**src/rtl/sram_port_arbiter.sv**
```systemverilog
// ============================================================================
// Module      : sram_port_arbiter
// Description : Two-requester arbiter and command sequencer for the RW port
//               of a 1rw1r SRAM macro, with a registered one-cycle ack.
// Revision    : 1.0 - initial release
// ============================================================================
`default_nettype none

module sram_port_arbiter #(
    parameter int ADDR_WD  = 8,
    parameter int DATA_WD  = 32,
    parameter int ARB_MODE = 0
) (
    input  logic                   wb_clk_i,
    input  logic                   rst_n,
    input  logic                   r0_req_i,
    input  logic                   r0_we_i,
    input  logic [ADDR_WD-1:0]     r0_addr_i,
    input  logic [DATA_WD-1:0]     r0_wdata_i,
    input  logic [DATA_WD/8-1:0]   r0_mask_i,
    output logic                   r0_ack_o,
    output logic [DATA_WD-1:0]     r0_rdata_o,
    input  logic                   r1_req_i,
    input  logic                   r1_we_i,
    input  logic [ADDR_WD-1:0]     r1_addr_i,
    input  logic [DATA_WD-1:0]     r1_wdata_i,
    input  logic [DATA_WD/8-1:0]   r1_mask_i,
    output logic                   r1_ack_o,
    output logic [DATA_WD-1:0]     r1_rdata_o,
    output logic                   sram_csb0_o,
    output logic                   sram_web0_o,
    output logic [DATA_WD/8-1:0]   sram_wmask0_o,
    output logic [ADDR_WD-1:0]     sram_addr0_o,
    output logic [DATA_WD-1:0]     sram_din0_o,
    input  logic [DATA_WD-1:0]     sram_dout0_i,
    output logic                   busy_o,
    output logic                   grant_o
);

    localparam int   c_MASK_WD    = DATA_WD / 8;
    localparam logic c_FIXED_PRI  = (ARB_MODE != 0);

    typedef enum logic [1:0] {
        ST_IDLE = 2'd0,
        ST_CMD  = 2'd1,
        ST_WAIT = 2'd2,
        ST_DONE = 2'd3
    } state_t;

    state_t                 r_state_q,  w_state_d;
    logic                   r_grant_q,  w_grant_d;
    logic                   r_rr_pri_q, w_rr_pri_d;
    logic                   r_we_q,     w_we_d;
    logic                   r_csb_q,    w_csb_d;
    logic                   r_web_q,    w_web_d;
    logic [c_MASK_WD-1:0]   r_wmask_q,  w_wmask_d;
    logic [ADDR_WD-1:0]     r_addr_q,   w_addr_d;
    logic [DATA_WD-1:0]     r_din_q,    w_din_d;
    logic                   r_ack0_q,   w_ack0_d;
    logic                   r_ack1_q,   w_ack1_d;
    logic [DATA_WD-1:0]     r_rdata0_q, w_rdata0_d;
    logic [DATA_WD-1:0]     r_rdata1_q, w_rdata1_d;
    logic                   r_busy_q,   w_busy_d;
    logic                   w_win;

    // r1 wins when alone, or on a tie when round-robin points at it.
    assign w_win = r1_req_i & (~r0_req_i | (~c_FIXED_PRI & r_rr_pri_q));

    always_comb begin
        w_state_d  = r_state_q;
        w_grant_d  = r_grant_q;
        w_rr_pri_d = r_rr_pri_q;
        w_we_d     = r_we_q;
        w_csb_d    = r_csb_q;
        w_web_d    = r_web_q;
        w_wmask_d  = r_wmask_q;
        w_addr_d   = r_addr_q;
        w_din_d    = r_din_q;
        w_ack0_d   = 1'b0;
        w_ack1_d   = 1'b0;
        w_rdata0_d = r_rdata0_q;
        w_rdata1_d = r_rdata1_q;
        case (r_state_q)
            ST_IDLE: begin
                if (r0_req_i || r1_req_i) begin
                    w_state_d  = ST_CMD;
                    w_grant_d  = w_win;
                    w_rr_pri_d = ~w_win;
                    w_we_d     = w_win ? r1_we_i : r0_we_i;
                    w_addr_d   = w_win ? r1_addr_i : r0_addr_i;
                    w_din_d    = w_win ? r1_wdata_i : r0_wdata_i;
                    w_wmask_d  = w_we_d ? (w_win ? r1_mask_i : r0_mask_i) : '0;
                    w_csb_d    = 1'b0;
                    w_web_d    = ~w_we_d;
                end
            end
            ST_CMD: begin
                w_state_d = ST_WAIT;
                w_csb_d   = 1'b1;
                w_web_d   = 1'b1;
            end
            ST_WAIT: begin
                w_state_d = ST_DONE;
                if (!r_we_q) begin
                    if (r_grant_q) w_rdata1_d = sram_dout0_i;
                    else           w_rdata0_d = sram_dout0_i;
                end
                w_ack0_d = ~r_grant_q;
                w_ack1_d = r_grant_q;
            end
            default: begin
                w_state_d = ST_IDLE;
            end
        endcase
        w_busy_d = (w_state_d != ST_IDLE);
    end

    always_ff @(posedge wb_clk_i or negedge rst_n) begin
        if (!rst_n) begin
            r_state_q  <= ST_IDLE;
            r_grant_q  <= 1'b0;
            r_rr_pri_q <= 1'b0;
            r_we_q     <= 1'b0;
            r_csb_q    <= 1'b1;
            r_web_q    <= 1'b1;
            r_wmask_q  <= '0;
            r_addr_q   <= '0;
            r_din_q    <= '0;
            r_ack0_q   <= 1'b0;
            r_ack1_q   <= 1'b0;
            r_rdata0_q <= '0;
            r_rdata1_q <= '0;
            r_busy_q   <= 1'b0;
        end else begin
            r_state_q  <= w_state_d;
            r_grant_q  <= w_grant_d;
            r_rr_pri_q <= w_rr_pri_d;
            r_we_q     <= w_we_d;
            r_csb_q    <= w_csb_d;
            r_web_q    <= w_web_d;
            r_wmask_q  <= w_wmask_d;
            r_addr_q   <= w_addr_d;
            r_din_q    <= w_din_d;
            r_ack0_q   <= w_ack0_d;
            r_ack1_q   <= w_ack1_d;
            r_rdata0_q <= w_rdata0_d;
            r_rdata1_q <= w_rdata1_d;
            r_busy_q   <= w_busy_d;
        end
    end

    assign r0_ack_o      = r_ack0_q;
    assign r1_ack_o      = r_ack1_q;
    assign r0_rdata_o    = r_rdata0_q;
    assign r1_rdata_o    = r_rdata1_q;
    assign sram_csb0_o   = r_csb_q;
    assign sram_web0_o   = r_web_q;
    assign sram_wmask0_o = r_wmask_q;
    assign sram_addr0_o  = r_addr_q;
    assign sram_din0_o   = r_din_q;
    assign busy_o        = r_busy_q;
    assign grant_o       = r_grant_q;

endmodule

`default_nettype wire

```
**config.mk**
```make
export PLATFORM = sky130hd
export DESIGN_NAME = sram_port_arbiter
export DESIGN_NICKNAME = d
export VERILOG_FILES = /design/src/rtl/sram_port_arbiter.sv
export SDC_FILE = /design/constraint.sdc
export NUM_CORES = 1
export LEC_CHECK = 0
export CAP_MARGIN = 15
export CORE_ASPECT_RATIO = 0.7
export CORE_MARGIN = 4
export CORE_UTILIZATION = 41
export DETAILED_ROUTE_END_ITERATION = 7
export GPL_TIMING_DRIVEN = 0
export PLACE_DENSITY = 0.81
export SYNTH_ARGS = -nofsm -noshare
export SYNTH_HDL_FRONTEND = slang
export SYNTH_SLANG_ARGS = --single-unit
```
**constraint.sdc**
```tcl
create_clock -name wb_clk_i -period 1.87 [get_ports wb_clk_i]
set_clock_uncertainty 0.15 [all_clocks]
set_input_delay 0.2805 -clock wb_clk_i [delete_from_list [all_inputs] [get_ports wb_clk_i]]
set_output_delay 0.2805 -clock wb_clk_i [all_outputs]
set_load 0.02 [all_outputs]
```
### After elaboration in Yosys (flattened, before gate mapping)

Index checks and enable logic that the tools add are counted.

| operators by class | value |
|---|---|
| eq/ne operators | 3 |
| muxes and demuxes | 13 |
| bitwise operators | 7 |
| reduce and logical (&&, ||, !) cells | 8 |

Operators with widths:

| kind | count |
|---|---|
| 32-bit 2-to-1 mux | 1 |
| 4-bit 2-to-1 mux | 2 |
| 8-bit 2-to-1 mux | 1 |
| 2-bit one-hot mux with 3 select lines | 1 |
| 3-bit AND reduction | 2 |
| 1-bit 2-to-1 mux | 5 |
| 1-bit NOT | 5 |
| 1-bit one-hot mux with 2 select lines | 2 |
| 2-bit AND reduction | 2 |
| 2-bit nonzero test | 2 |
| 2-bit by 1-bit == test with 1-bit output, second input constant | 1 |
| 2-bit == test, second input constant | 1 |
| 2-bit logical NOT | 1 |
| 2-bit 2-to-1 mux | 1 |
| 2-bit != test, second input constant | 1 |
| 1-bit bitwise AND | 1 |
| 1-bit logical OR | 1 |
| 1-bit bitwise OR | 1 |

| word-level totals | value |
|---|---|
| register bits | 118 |
| input port bits | 126 |
| output and inout bits | 114 |

### Logic depth before layout (Yosys ltp)

| logic depth | value |
|---|---|
| depth in word-level cells | 7 |
| gate-level depth with buffers | 7 |
| depth with buffers taken out | 6 |

### Worst setup path after synthesis

OpenSTA, ideal clock, no wires.

| timing path | value |
|---|---|
| kind | register to register |
| start | register r_state_q[0] |
| end | register r_rdata0_q[10], in the netlist r0_rdata_o[10] |
| data arrival time | 1.445 ns |
| slack | 0.150 ns |
| stages on the path, launching flop included | 8 |
| clock period less this slack | 1.720 ns |
| cell sequence | dfrtp_1 > inv_1 > ha_1 > nor2b_2 > nor2b_1 > buf_4 > buf_6 > mux2_4 |

| on the way | value |
|---|---|
| cells in the longest elaborated chain, start to end | 2 |

Ends and longest elaborated chain:

| item | line | RTL |
|---|---|---|
| start, declared | 50 | `state_t r_state_q, w_state_d;` |
| start signal, assigned | 135 | `r_state_q <= w_state_d;` |
| 2-bit == test | 83 | `case (r_state_q)` |
| 3-bit AND reduction (no source line) | n/a |  |
| end signal, assigned | 146 | `r_rdata0_q <= w_rdata0_d;` |
| end, declared | 61 | `logic [DATA_WD-1:0] r_rdata0_q, w_rdata0_d;` |

Every way passes these cells.
A chain may end at the register's enable or synchronous reset.

### Worst setup path after layout

| timing path | value |
|---|---|
| start | register r_rdata0_q[12], in the netlist r0_rdata_o[12] |
| end | output port r0_rdata_o[12] |

RTL lines:

| item | line | RTL |
|---|---|---|
| end, declared | 22 | `output logic [DATA_WD-1:0] r0_rdata_o,` |

No word-level cell between the ends.

==> impl_metrics.env <==
export IMPL_finalCriticalPeriod_ps=1850
export IMPL_slew_headroom_pct=56.2
export IMPL_synth_area_leaders="dfrtp_1 58%, mux2_4 18%, nand2_1 7.0%, a22oi_1 6.0%, buf_6 2.5%"
export IMPL_synth_top_cell_area_share_pct=58.5
export IMPL_holdPathStages=2
export IMPL_p_leak_nw=3.85
export IMPL_use_met3_pct=5.86
export IMPL_layout_nets=762
export IMPL_min_path_type="flip-flop to flip-flop"
export IMPL_ys_seq_elements=118
export IMPL_cp_max_fo=2
export IMPL_final_cells=803
export IMPL_grt_pass1_wl_um=22400
export IMPL_synthesis_area_um2=4970
export IMPL_synth_avg_cell_area_um2=13.5
export IMPL_cp_num_buf_inv=1
export IMPL_synth_edf_count=0
export IMPL_crit_path_top_delay_cell="clkdlybuf4s50_1"
export IMPL_finalPower_mw=15.6
export IMPL_ios=240
export IMPL_vias=3965
export IMPL_clock_sinks=118
export IMPL_post_route_util_pct=70.5
export IMPL_grt_busiest_layer="met2"
export IMPL_detail_route_antenna_nets=0
export IMPL_grt_util_met1_pct=26.4
export IMPL_drv_cap=0
export IMPL_r2r_cells=7
export IMPL_synth_nets=497
export IMPL_min_from="sram_addr0_o[3]"
export IMPL_worstMarginPinSlew_ps=656
export IMPL_dr_pass1_iters=4
export IMPL_placed_cell_area_um2=7580
export IMPL_cp_depth=1
export IMPL_max_freq_mhz=541
export IMPL_syn_inst=368
export IMPL_drt_wl_total_um=15100
export IMPL_finalHoldViolations=0
export IMPL_drtIter0Drc=89
export IMPL_port_buffer_count=239
export IMPL_clock_latency_ps=400
export IMPL_drc=0
export IMPL_cts_buffers=17
export IMPL_cp_top_family="buffers and inverters"
export IMPL_clkTransAtPathRegs_ps=60
export IMPL_core_area_um2=11800
export IMPL_status="complete, no violations"
export IMPL_grt_overflow_total=0
export IMPL_vias_per_cell=4.94
export IMPL_dieWidth_um=140
export IMPL_clockRootBuffer="clkbuf_16"
export IMPL_cts_max_path_buffers=2
export IMPL_gp_congestion=0.815
export IMPL_grt_pass1_vias=4097
export IMPL_ys_top_cells_by_count="116 x dfrtp_1, 92 x nand2_1, 60 x mux2_4"
export IMPL_synthToLayoutAreaGrowth_pct=67.1
export IMPL_synthArstFlopShare_pct=100
export IMPL_cp_end_kind="output port"
export IMPL_setup_viol_count_final=0
export IMPL_num_antenna_cells=0
export IMPL_die_h_um=100
export IMPL_dp_cells=765
export IMPL_ys_types=26
export IMPL_crit_start="r0_rdata_o[12]"
export IMPL_drive_gt1_share_pct=20.3
export IMPL_arrival_ps=1420
export IMPL_cts_tree="yes"
export IMPL_p_per_area_nw_per_um2=1880
export IMPL_grt_setup_unrepaired="true"
export IMPL_worstSetupStartpointType="flip-flop"
export IMPL_fillerInstances=792
export IMPL_r2r_start="r_state_q[0]"
export IMPL_cts_max_level=4
export IMPL_worst_ep_required_time_ps=1440
export IMPL_use_met2_pct=34.4
export IMPL_path_cells="clkdlybuf4s50_1"
export IMPL_post_drt_wl_per_cell_um=18.8
export IMPL_post_route_period_util_pct=98.8
export IMPL_dieArea_um2=14000
export IMPL_vdd_ir_drop_max_mv=0.928
export IMPL_synthFlopType="dfrtp_1"
export IMPL_yosys_warnings=0
export IMPL_finalInstanceArea_um2=8300
export IMPL_drv_slew=0
export IMPL_yosysSeqAreaShare_pct=59.5
export IMPL_synth_most_common_cell="dfrtp_1"
export IMPL_crit_type="flip-flop to output port"
export IMPL_cp_slowest_stage_delay_ps=620
export IMPL_start_util_pct=42.2
export IMPL_grt_start_max_net_pins=69
export IMPL_grt_use_total_pct=20.5
export IMPL_antenna_found_initial=0
export IMPL_row_count=33
export IMPL_dp_hpwl_um=10800
export IMPL_yosys_area_top_type="dfrtp_1"
placed cells by master, fill, tap and decap left out, types with 2 or more instances in the layout:
| cell type | instances |
|---|---|
| clkdlybuf4s50_1 | 229 |
| dfrtp_1 | 116 |
| nand2_1 | 92 |
| mux2_4 | 60 |
| a22oi_1 | 40 |
| clkbuf_16 | 20 |
| buf_4 | 9 |
| buf_6 | 8 |
| o21ai_0 | 5 |
| dlygate4sd2_1 | 5 |
| buf_12 | 4 |
| mux2_2 | 4 |
| mux2i_1 | 4 |
| clkinvlp_4 | 4 |
| clkinv_2 | 4 |
| dlymetal6s2s_1 | 4 |
| a21o_1 | 3 |
| clkbuf_1 | 3 |
| clkbuf_8 | 3 |
| nor2b_4 | 2 |
| and3_1 | 2 |
| nand2b_1 | 2 |
| a22o_1 | 2 |
| ha_2 | 2 |
| clkinv_4 | 2 |
| dfstp_2 | 2 |
metal layers:
layer,share of wire [%],routed length (um),vias to the layer above
li1,-,-,1810
met1,43,6510,1975
met2,49,7430,169
met3,6.9,1040,11
met4,0.80,121,0
met5,0,0,-
flip-flops by register name, indices dropped and copies added (netlist names):
signal / cells
busy_o: 1
grant_o: 1
r0_ack_o: 1
r0_rdata_o: 32
r1_ack_o: 1
r1_rdata_o: 32
r_rr_pri_q: 1
r_state_q: 2
r_we_q: 1
sram_addr0_o: 8
sram_csb0_o: 1
sram_din0_o: 32
sram_web0_o: 1
sram_wmask0_o: 4
cell type report:
type,count,area [um2],share of cell area [%]
Tap cell,157,196,2.37
Clock inverter,11,76.3,0.920
Clock buffer,21,470,5.67
Sequential cell,118,2960,35.6
Multi-Input combinational cell,225,1830,22.1
Timing Repair Buffer,246,2520,30.4
Inverter,2,7.51,0.0904
Buffer,23,240,2.89
logic make-up (layout without fill, tap and decap cells):
family	Yosys count	count (layout)	synth area share [%]
adder cells (fa/ha/maj)	3	3	0.756
buffers and inverters	25	303	3.93
AND/OR/NAND/NOR	100	100	8.01
AO/OA/AOI/OAI	54	54	7.94
multiplexers	68	68	19.9
flip-flops	118	118	59.5
report_power, final:
group	switching (mW)	leakage [nW]	internal [mW]
registers	0.759	1.41	3.87
logic	3.73	2.18	4.33
clock network	1.15	0.261	1.79
worst paths after layout:
check | end | slack (ps)
worst max-delay path | r0_rdata_o[12] | 20
worst min-delay path | sram_addr0_o[3] | 310
worst max register to register | r0_rdata_o[6] | 40
worst min register to register | sram_addr0_o[3] | 310
max in group asynchronous | sram_web0_o | 430
min in group asynchronous | r0_rdata_o[12] | 320
metrics by stage:
step	setup TNS (ps)	setup slack, ps	hold WS [ps]
6_report	0	23.0	312
5_1_grt	-142	-15.7	338
4_1_cts	-881	-42.1	312
3_5_place_dp	-5170	-187	196
3_3_place_gp	-466940	-3950	301
2_1_floorplan	0	150	-165
timing repair:
action / CTS / global route
resized for setup: 10 / 20
setup buffers: 0 / 2
cloned: 0 / 3
hold endpoints to repair: 50 / 0
hold buffers: 1 / 0
endpoints found under the setup margin: 61 / 104
Note: power is estimated with default switching activity, not from simulation.
